File: src/rtl/bsg_manycore_remote_req_launcher.sv
// Two-stage remote request launcher: S1 holds the core request while the EVA is translated,
// S2 holds the network packet; an outstanding-request credit counter throttles launches.
module bsg_manycore_remote_req_launcher #(
    parameter int data_width_p      = 32,
    parameter int addr_width_p      = 28,
    parameter int x_cord_width_p    = 7,
    parameter int y_cord_width_p    = 7,
    parameter int max_out_credits_p = 32,
    localparam int credit_width_lp  = $clog2(max_out_credits_p + 1),
    localparam int mask_width_lp    = data_width_p / 8
) (
    input  logic                       clk_i,
    input  logic                       reset_n_i,

    input  logic                       v_i,
    output logic                       ready_o,
    input  logic                       we_i,
    input  logic [data_width_p-1:0]    eva_i,
    input  logic [data_width_p-1:0]    data_i,
    input  logic [mask_width_lp-1:0]   mask_i,
    input  logic [4:0]                 reg_id_i,

    output logic [data_width_p-1:0]    xlate_eva_o,
    input  logic [x_cord_width_p-1:0]  xlate_x_i,
    input  logic [y_cord_width_p-1:0]  xlate_y_i,
    input  logic [addr_width_p-1:0]    xlate_epa_i,
    input  logic                       xlate_invalid_i,

    input  logic [x_cord_width_p-1:0]  my_x_i,
    input  logic [y_cord_width_p-1:0]  my_y_i,

    output logic                       pkt_v_o,
    input  logic                       pkt_ready_i,
    output logic [1:0]                 pkt_op_o,
    output logic [addr_width_p-1:0]    pkt_addr_o,
    output logic [data_width_p-1:0]    pkt_data_o,
    output logic [mask_width_lp-1:0]   pkt_mask_o,
    output logic [4:0]                 pkt_reg_id_o,
    output logic [x_cord_width_p-1:0]  pkt_x_o,
    output logic [y_cord_width_p-1:0]  pkt_y_o,
    output logic [x_cord_width_p-1:0]  pkt_src_x_o,
    output logic [y_cord_width_p-1:0]  pkt_src_y_o,

    input  logic                       credit_return_i,
    output logic [credit_width_lp-1:0] out_credits_o,

    output logic                       invalid_v_o,
    output logic [data_width_p-1:0]    invalid_eva_o,
    output logic                       idle_o
);

    localparam logic [credit_width_lp-1:0] max_credits_lp = credit_width_lp'(max_out_credits_p);
    localparam logic [credit_width_lp-1:0] one_credit_lp  = credit_width_lp'(1);

    logic                     s1_v;
    logic                     s1_we;
    logic [data_width_p-1:0]  s1_data;
    logic [mask_width_lp-1:0] s1_mask;
    logic [4:0]               s1_reg_id;

    logic s1_invalid, s1_move, s1_leave, accept;

    // The move condition uses the registered credit count, so a returned credit
    // only enables a move on the following cycle.
    assign s1_invalid = s1_v & xlate_invalid_i;
    assign s1_move    = s1_v & ~xlate_invalid_i & (out_credits_o != '0) & (~pkt_v_o | pkt_ready_i);
    assign s1_leave   = s1_invalid | s1_move;
    assign ready_o    = ~s1_v | s1_leave;
    assign accept     = v_i & ready_o;

    // NOTE: every register in this file is written with non-blocking assignments so
    // all stages sample the pre-edge values of each other, giving true pipelining.
    always_ff @(posedge clk_i or negedge reset_n_i) begin
        if (!reset_n_i) begin
            s1_v        <= 1'b0;
            s1_we       <= 1'b0;
            xlate_eva_o <= '0;
            s1_data     <= '0;
            s1_mask     <= '0;
            s1_reg_id   <= '0;
        end else if (accept) begin
            s1_v        <= 1'b1;
            s1_we       <= we_i;
            xlate_eva_o <= eva_i;
            s1_data     <= data_i;
            s1_mask     <= mask_i;
            s1_reg_id   <= reg_id_i;
        end else if (s1_leave) begin
            s1_v <= 1'b0;
        end
    end

    // Packet fields only change on a refill, so they stay stable under backpressure.
    always_ff @(posedge clk_i or negedge reset_n_i) begin
        if (!reset_n_i) begin
            pkt_v_o      <= 1'b0;
            pkt_op_o     <= '0;
            pkt_addr_o   <= '0;
            pkt_data_o   <= '0;
            pkt_mask_o   <= '0;
            pkt_reg_id_o <= '0;
            pkt_x_o      <= '0;
            pkt_y_o      <= '0;
            pkt_src_x_o  <= '0;
            pkt_src_y_o  <= '0;
        end else if (s1_move) begin
            pkt_v_o      <= 1'b1;
            pkt_op_o     <= {1'b0, s1_we};
            pkt_addr_o   <= xlate_epa_i;
            pkt_data_o   <= s1_we ? s1_data : '0;
            pkt_mask_o   <= s1_mask;
            pkt_reg_id_o <= s1_reg_id;
            pkt_x_o      <= xlate_x_i;
            pkt_y_o      <= xlate_y_i;
            pkt_src_x_o  <= my_x_i;
            pkt_src_y_o  <= my_y_i;
        end else if (pkt_ready_i) begin
            pkt_v_o <= 1'b0;
        end
    end

    always_ff @(posedge clk_i or negedge reset_n_i) begin
        if (!reset_n_i) begin
            out_credits_o <= max_credits_lp;
        end else if (s1_move & ~credit_return_i) begin
            out_credits_o <= out_credits_o - one_credit_lp;
        end else if (credit_return_i & ~s1_move & (out_credits_o != max_credits_lp)) begin
            out_credits_o <= out_credits_o + one_credit_lp;
        end
    end

    always_ff @(posedge clk_i or negedge reset_n_i) begin
        if (!reset_n_i) begin
            invalid_v_o   <= 1'b0;
            invalid_eva_o <= '0;
        end else begin
            invalid_v_o <= s1_invalid;
            if (s1_invalid) invalid_eva_o <= xlate_eva_o;
        end
    end

    assign idle_o = ~s1_v & ~pkt_v_o & (out_credits_o == max_credits_lp);

endmodule

File: config.mk
export PLATFORM = sky130hd
export DESIGN_NAME = bsg_manycore_remote_req_launcher
export DESIGN_NICKNAME = d
export VERILOG_FILES = /design/src/rtl/bsg_manycore_remote_req_launcher.sv
export SDC_FILE = /design/constraint.sdc
export NUM_CORES = 1
export LEC_CHECK = 0
export ABC_AREA = 1
export BUFFER_PORTS_ARGS = -buffer_cell sky130_fd_sc_hd__buf_2
export CAP_MARGIN = 20
export CORE_AREA = 2 2 137 139
export CTS_BUF_LIST = sky130_fd_sc_hd__clkbuf_4 sky130_fd_sc_hd__clkbuf_8
export CTS_CLUSTER_DIAMETER = 100
export DETAILED_ROUTE_END_ITERATION = 16
export DIE_AREA = 0 0 139 141
export PLACE_DENSITY = 0.75
export SYNTH_ARGS = -nofsm -noshare
export SYNTH_HDL_FRONTEND = slang
export SYNTH_SLANG_ARGS = --single-unit
File: constraint.sdc
create_clock -name clk_i -period 2.6 [get_ports clk_i]
set_input_delay 0.39 -clock clk_i [delete_from_list [all_inputs] [get_ports clk_i]]
set_output_delay 0.39 -clock clk_i [all_outputs]
set_load 0.02 [all_outputs]
Yosys cells after proc, flatten, opt, wreduce, memory -nomap -nowiden

Cells that the tools add are included.

Add/sub/neg operators: 2
Eq/ne operators: 2
Multiplexer cells: 7
Bitwise operators: 18
Reduce and logical (&&, ||, !) cells: 4

Operators by type and width:

| kind                                              | number |
|---|---|
| two-way mux 32 bit                                | 1 |
| two-way mux 6 bit                                 | 2 |
| bitwise AND 1 bit                                 | 10 |
| adder 6 x 1 -> 6 bit (second input constant)      | 1 |
| == test 6 bit (second input constant)             | 1 |
| inequality test 6 bit (second input constant)     | 1 |
| nonzero test 2 bit                                | 3 |
| nonzero test 6 bit                                | 1 |
| subtractor 6 x 1 -> 6 bit (second input constant) | 1 |
| inverter 1 bit                                    | 5 |
| two-way mux 1 bit                                 | 4 |
| bitwise OR 1 bit                                  | 3 |

Register bits after elaboration: 213
Input port bits: 136
Output and inout port bits: 173
Logic and storage cells: 52

Logic depth before layout (Yosys ltp)

Word-level depth: 9
Gate-level depth with buffers: 15
Mapped depth without buffers: 15

Worst setup path before layout

No wires, ideal clock.

Path kind: register to register
Start point: register out_credits_o[5]
End point: register out_credits_o[4]
Setup time: 0.118 ns
Arrival time: 1.775 ns
Data required time: 2.482 ns
Setup slack: 0.707 ns
Cell stages (with the launch flop): 15
Path buffers: 0
Clock period less this slack: 1.893 ns
Cell sequence: dfstp_2 nor2_1 nand3_2 nand3_4 nor2_4 nand2_2 nand2_2 inv_1 ha_1 inv_1 nand2_1 nand2_1 nand3_1 nand3_1 nand2_1

Cells in the longest elaborated chain, start to end: 7
Elaborated cells on any way between the ends: 10
Those cells by class: eq/ne (1); mux (1); bitwise (6); reduce/logical (2)

RTL lines:

| what                                | line | RTL |
|---|---|---|
| start, declared                     | 45   | `output logic [credit_width_lp-1:0] out_credits_o,` |
| start signal, assigned              | 124  | `out_credits_o <= max_credits_lp;` |
| start signal, assigned              | 126  | `out_credits_o <= out_credits_o - one_credit_lp;` |
| start signal, assigned              | 128  | `out_credits_o <= out_credits_o + one_credit_lp;` |
| nonzero test 6 bit                  | 66   | `assign s1_move = s1_v & ~xlate_invalid_i & (out_credits_o != '0) & (~pkt_v_o \| pkt_ready_i);` |
| bitwise AND 1 bit (2 in series)     | 66   |  |
| inverter 1 bit                      | 127  | `end else if (credit_return_i & ~s1_move & (out_credits_o != max_credits_lp)) begin` |
| bitwise AND 1 bit (2 in series)     | 127  |  |
| nonzero test 2 bit (no source line) | n/a  |  |

Several ways; a longest one is shown, not always the timed one.
A chain may end at the register's enable or synchronous reset.

Worst setup path after layout

Start point: register out_credits_o[5]
End point: output port ready_o

Cells in the longest elaborated chain, start to end: 5

RTL lines:

| what                            | line | RTL |
|---|---|---|
| nonzero test 6 bit              | 66   |  |
| bitwise AND 1 bit (2 in series) | 66   |  |
| bitwise OR 1 bit                | 67   | `assign s1_leave = s1_invalid \| s1_move;` |
| bitwise OR 1 bit                | 68   | `assign ready_o = ~s1_v \| s1_leave;` |
| end, declared                   | 16   | `output logic ready_o,` |

Every way passes these cells.

==> reports/qor.csv <==
stage,metric,value,unit
synthesis,syn avg cell area,9.85,um2
place,GP Congestion,0.895,
synthesis,prevailing post-synth register cell,dfrtp_1,
critical_path,Worst Reg-to-Reg Cells,7,
sta,final setup TNS,0,ns
pwr,VDD IR max,0.000929,V
route,Initial DRT Pass Iterations,6,
global_routing,GRT Total Usage,20.3,%
critical_path,Crit Path Class,register to output pin,
sta,worst hold slack,0.0656,ns
place,dpl hpwl,13900,um
floorplan,Site Rows,50,
floorplan,die height,141,um
layout,"most common cell after layout, fill and taps aside",nand2_1,
synthesis,post-synthesis async set-or-reset flop share,100,%
sta,unrepaired setup endpoints after global routing,no,
route,Via-to-Cell Ratio,4.67,
route,routed length per instance,14.1,um
layout,"Core Util, Final",59.7,%
place,# port buffers,307,
critical_path,crit path DAT,1.70,ns
floorplan,Die Span X,139,um
critical_path,Critical Path Slowest Stage Cell,dfstp_2,
pwr,Power Total,12.7,mW
synthesis,Syn Nets,975,
sta,"Setup violations, final",0,
pwr,P_leak,6.11,nW
min_path,HP Class,primary input to register,
critical_path,CP Max Fanout,7,
sta,crit path time final,2.09,ns
layout,most frequent cells in the layout,"nand2_1 (337), buf_2 (306), dfrtp_1 (212), inv_1 (52), clkbuf_8 (50)",
global_routing,largest net degree at the start of global routing,65,
route,Detail Route Antenna Nets,0,
critical_path,worst r2r dst,xlate_eva_o[5],
cts,Max Root-Sink Buffers,3,
route,vias,6647,
sta,count of final hold-check violations,0,
critical_path,CP Launch Type,register,
floorplan,core area,18300,um2
critical_path,reg2reg setup slack,0.54,ns
sta,fmax,478,MHz
critical_path,Worst Setup EP,ready_o,
sta,Slew headroom,57.3,%
sta,Worst Tran Pin Value,0.640,ns
route,number of remaining DRC errors,0,
global_routing,wire length of the first global-routing pass,32600,um
cts,CTS tree,yes,
pwr,Pwr Density,1170,nW/um2
synthesis,Synth Cell Area,8260,um2
global_routing,grt ovf,0,
layout,fill count,1584,
layout,layout cell share with drive strength beyond 1,34.7,%
layout,Area Growth Syn to Fin,32.0,%
critical_path,Buffers & Inverters on Critical Path,1,
cts,post-CTS sizing,0,
cts,H-Tree Depth,2,
critical_path,CP Capture Type,output pin,
critical_path,critical path's largest stage delay,0.57,ns
global_routing,vias in the first global route,6500,
status,outcome,completed,
synthesis,Synth cell types,29,
cts,"CTS clk-pin slew, worst paths",0.06,ns
floorplan,die area,19600,um2
critical_path,r2r startpoint,out_credits_o[3],
cts,clock latency on the worst-skew pair,0.51,ns
critical_path,CP top delay family,flip-flops,
sta,"Period Utilization, post-route",80.4,%
global_routing,antenna violations before repair,3,
synthesis,Syn. warnings,0,
flow_run,MaxCap Viol Count,0,
route,DR iter-0 viols,248,
cts,total CTS buffers,38,
floorplan,Starting Density,45.2,%
synthesis,"Seq/Total Area, Yosys",64.6,%
layout,Final nets,1296,
sta,Worst Skew,0.0210,ns
cts,root buf cell,clkbuf_8,
synthesis,"flops & latches, synth",213,
sta,"Slew Viols, Final",0,
critical_path,CP Depth,5,
critical_path,Critical Path RT,2.21,ns
synthesis,Post-synth EDFFs,0,
critical_path,cells along the critical path,nor2_1 > nand3_2 > nand3_4 > nand2_2 > buf_2,
cts,CTS sink cnt,213,
synthesis,Post-Syn Instances,838,
floorplan,IO Pins,309,
critical_path,Crit. Startpoint,out_credits_o[5],
route,total wire length,20000,um
## through the flow
step                cells  instance area [um2]  setup slack [ns]
floorplan             838                 8260             0.707
global placement     1352                10000             0.605
detailed placement   1352                10000             0.531
CTS                  1420                10900             0.471
global route         1422                10900             0.347
finish               1422                10900             0.510
## metal layers
metal,part of all wire [%],global-route usage [%]
met1,42,26.0
met2,47,32.8
met3,7.8,6.18
met4,3.1,7.81
met5,0,0
## final cells by class
| class | instances | area (um2) | share of cell area, % |
|---|---|---|---|
| Antenna cell | 2 | 5.00 | 0.0459 |
| Clock buffer | 56 | 727 | 6.67 |
| Clock inverter | 11 | 133 | 1.22 |
| Inverter | 54 | 203 | 1.86 |
| Multi-Input combinational cell | 531 | 2500 | 23.0 |
| Sequential cell | 213 | 5330 | 48.9 |
| Tap cell | 234 | 293 | 2.69 |
| Timing Repair Buffer | 321 | 1700 | 15.6 |
## worst min-delay path by stage
stage / startpoint / endpoint / cells after the start
global route: my_y_i[1] / pkt_src_y_o[1] / 3
detailed placement: reset_n_i / pkt_addr_o[9] / 1
floorplan: reset_n_i / invalid_eva_o[0] / 0
CTS: my_x_i[4] / pkt_src_x_o[4] / 3
global placement: reset_n_i / pkt_addr_o[9] / 1
finish: my_x_i[4] / pkt_src_x_o[4] / 3
## cell families (layout without fill, tap and decap cells)
group           Yosys count  after routing  synth area share (%)
fa+ha+maj                 1              1                 0.152
flops                   213            213                  64.6
compound gates           86             86                  5.67
other cells               1              3                0.0454
simple gates            406            406                  19.5
xor+xnor                  3              3                 0.318
buf+inv                  94            442                  5.11
mux                      34             34                  4.64
## report_power, final
group          switching, mW  internal, mW  leakage (nW)
clock                   1.32          2.09         0.454
combinational           2.86          1.40          3.08
sequential             0.609          4.44          2.57
total                   4.79          7.93          6.11
## worst register-to-register path, cell delays in order (launching register included)
cell and delay, ns:
dfrtp_1 0.44, nor2_1 0.19, nand3_2 0.14, nand3_4 0.14
nand2_2 0.10, nand2_4 0.33, buf_12 0.25, mux2_1 0.35
## registers in the layout (all words and copies together) (netlist names)
register       count
invalid_eva_o     32
pkt_data_o        32
s1_data           32
xlate_eva_o       32
pkt_addr_o        28
pkt_src_x_o        7
pkt_src_y_o        7
pkt_x_o            7
pkt_y_o            7
out_credits_o      6
pkt_reg_id_o       5
s1_reg_id          5
pkt_mask_o         4
s1_mask            4
invalid_v_o        1
pkt_op_o           1
pkt_v_o            1
s1_v               1
s1_we              1
## cells in the mapped netlist (2+ instances only)
cell,instances,share of area (%)
nor2_1,45,2.0
a21oi_2,9,0.95
nand2_1,337,15
buf_2,22,1.3
xor2_1,3,0.32
o21ai_0,44,2.7
buf_6,4,0.55
dfrtp_1,212,64
buf_4,3,0.27
clkbuf_1,11,0.50
nand4_1,2,0.15
inv_1,52,2.4
inv_2,2,0.091
a21oi_1,31,1.9
nand2_2,6,0.45
nor2_4,2,0.27
mux2_1,34,4.6
nand3_1,8,0.49
## repair_timing
item	in CTS	in global routing
hold buffers	1	0
setup buffers	0	0
endpoints found under the hold margin	54	0
Note: power is estimated with default switching activity, not from simulation.
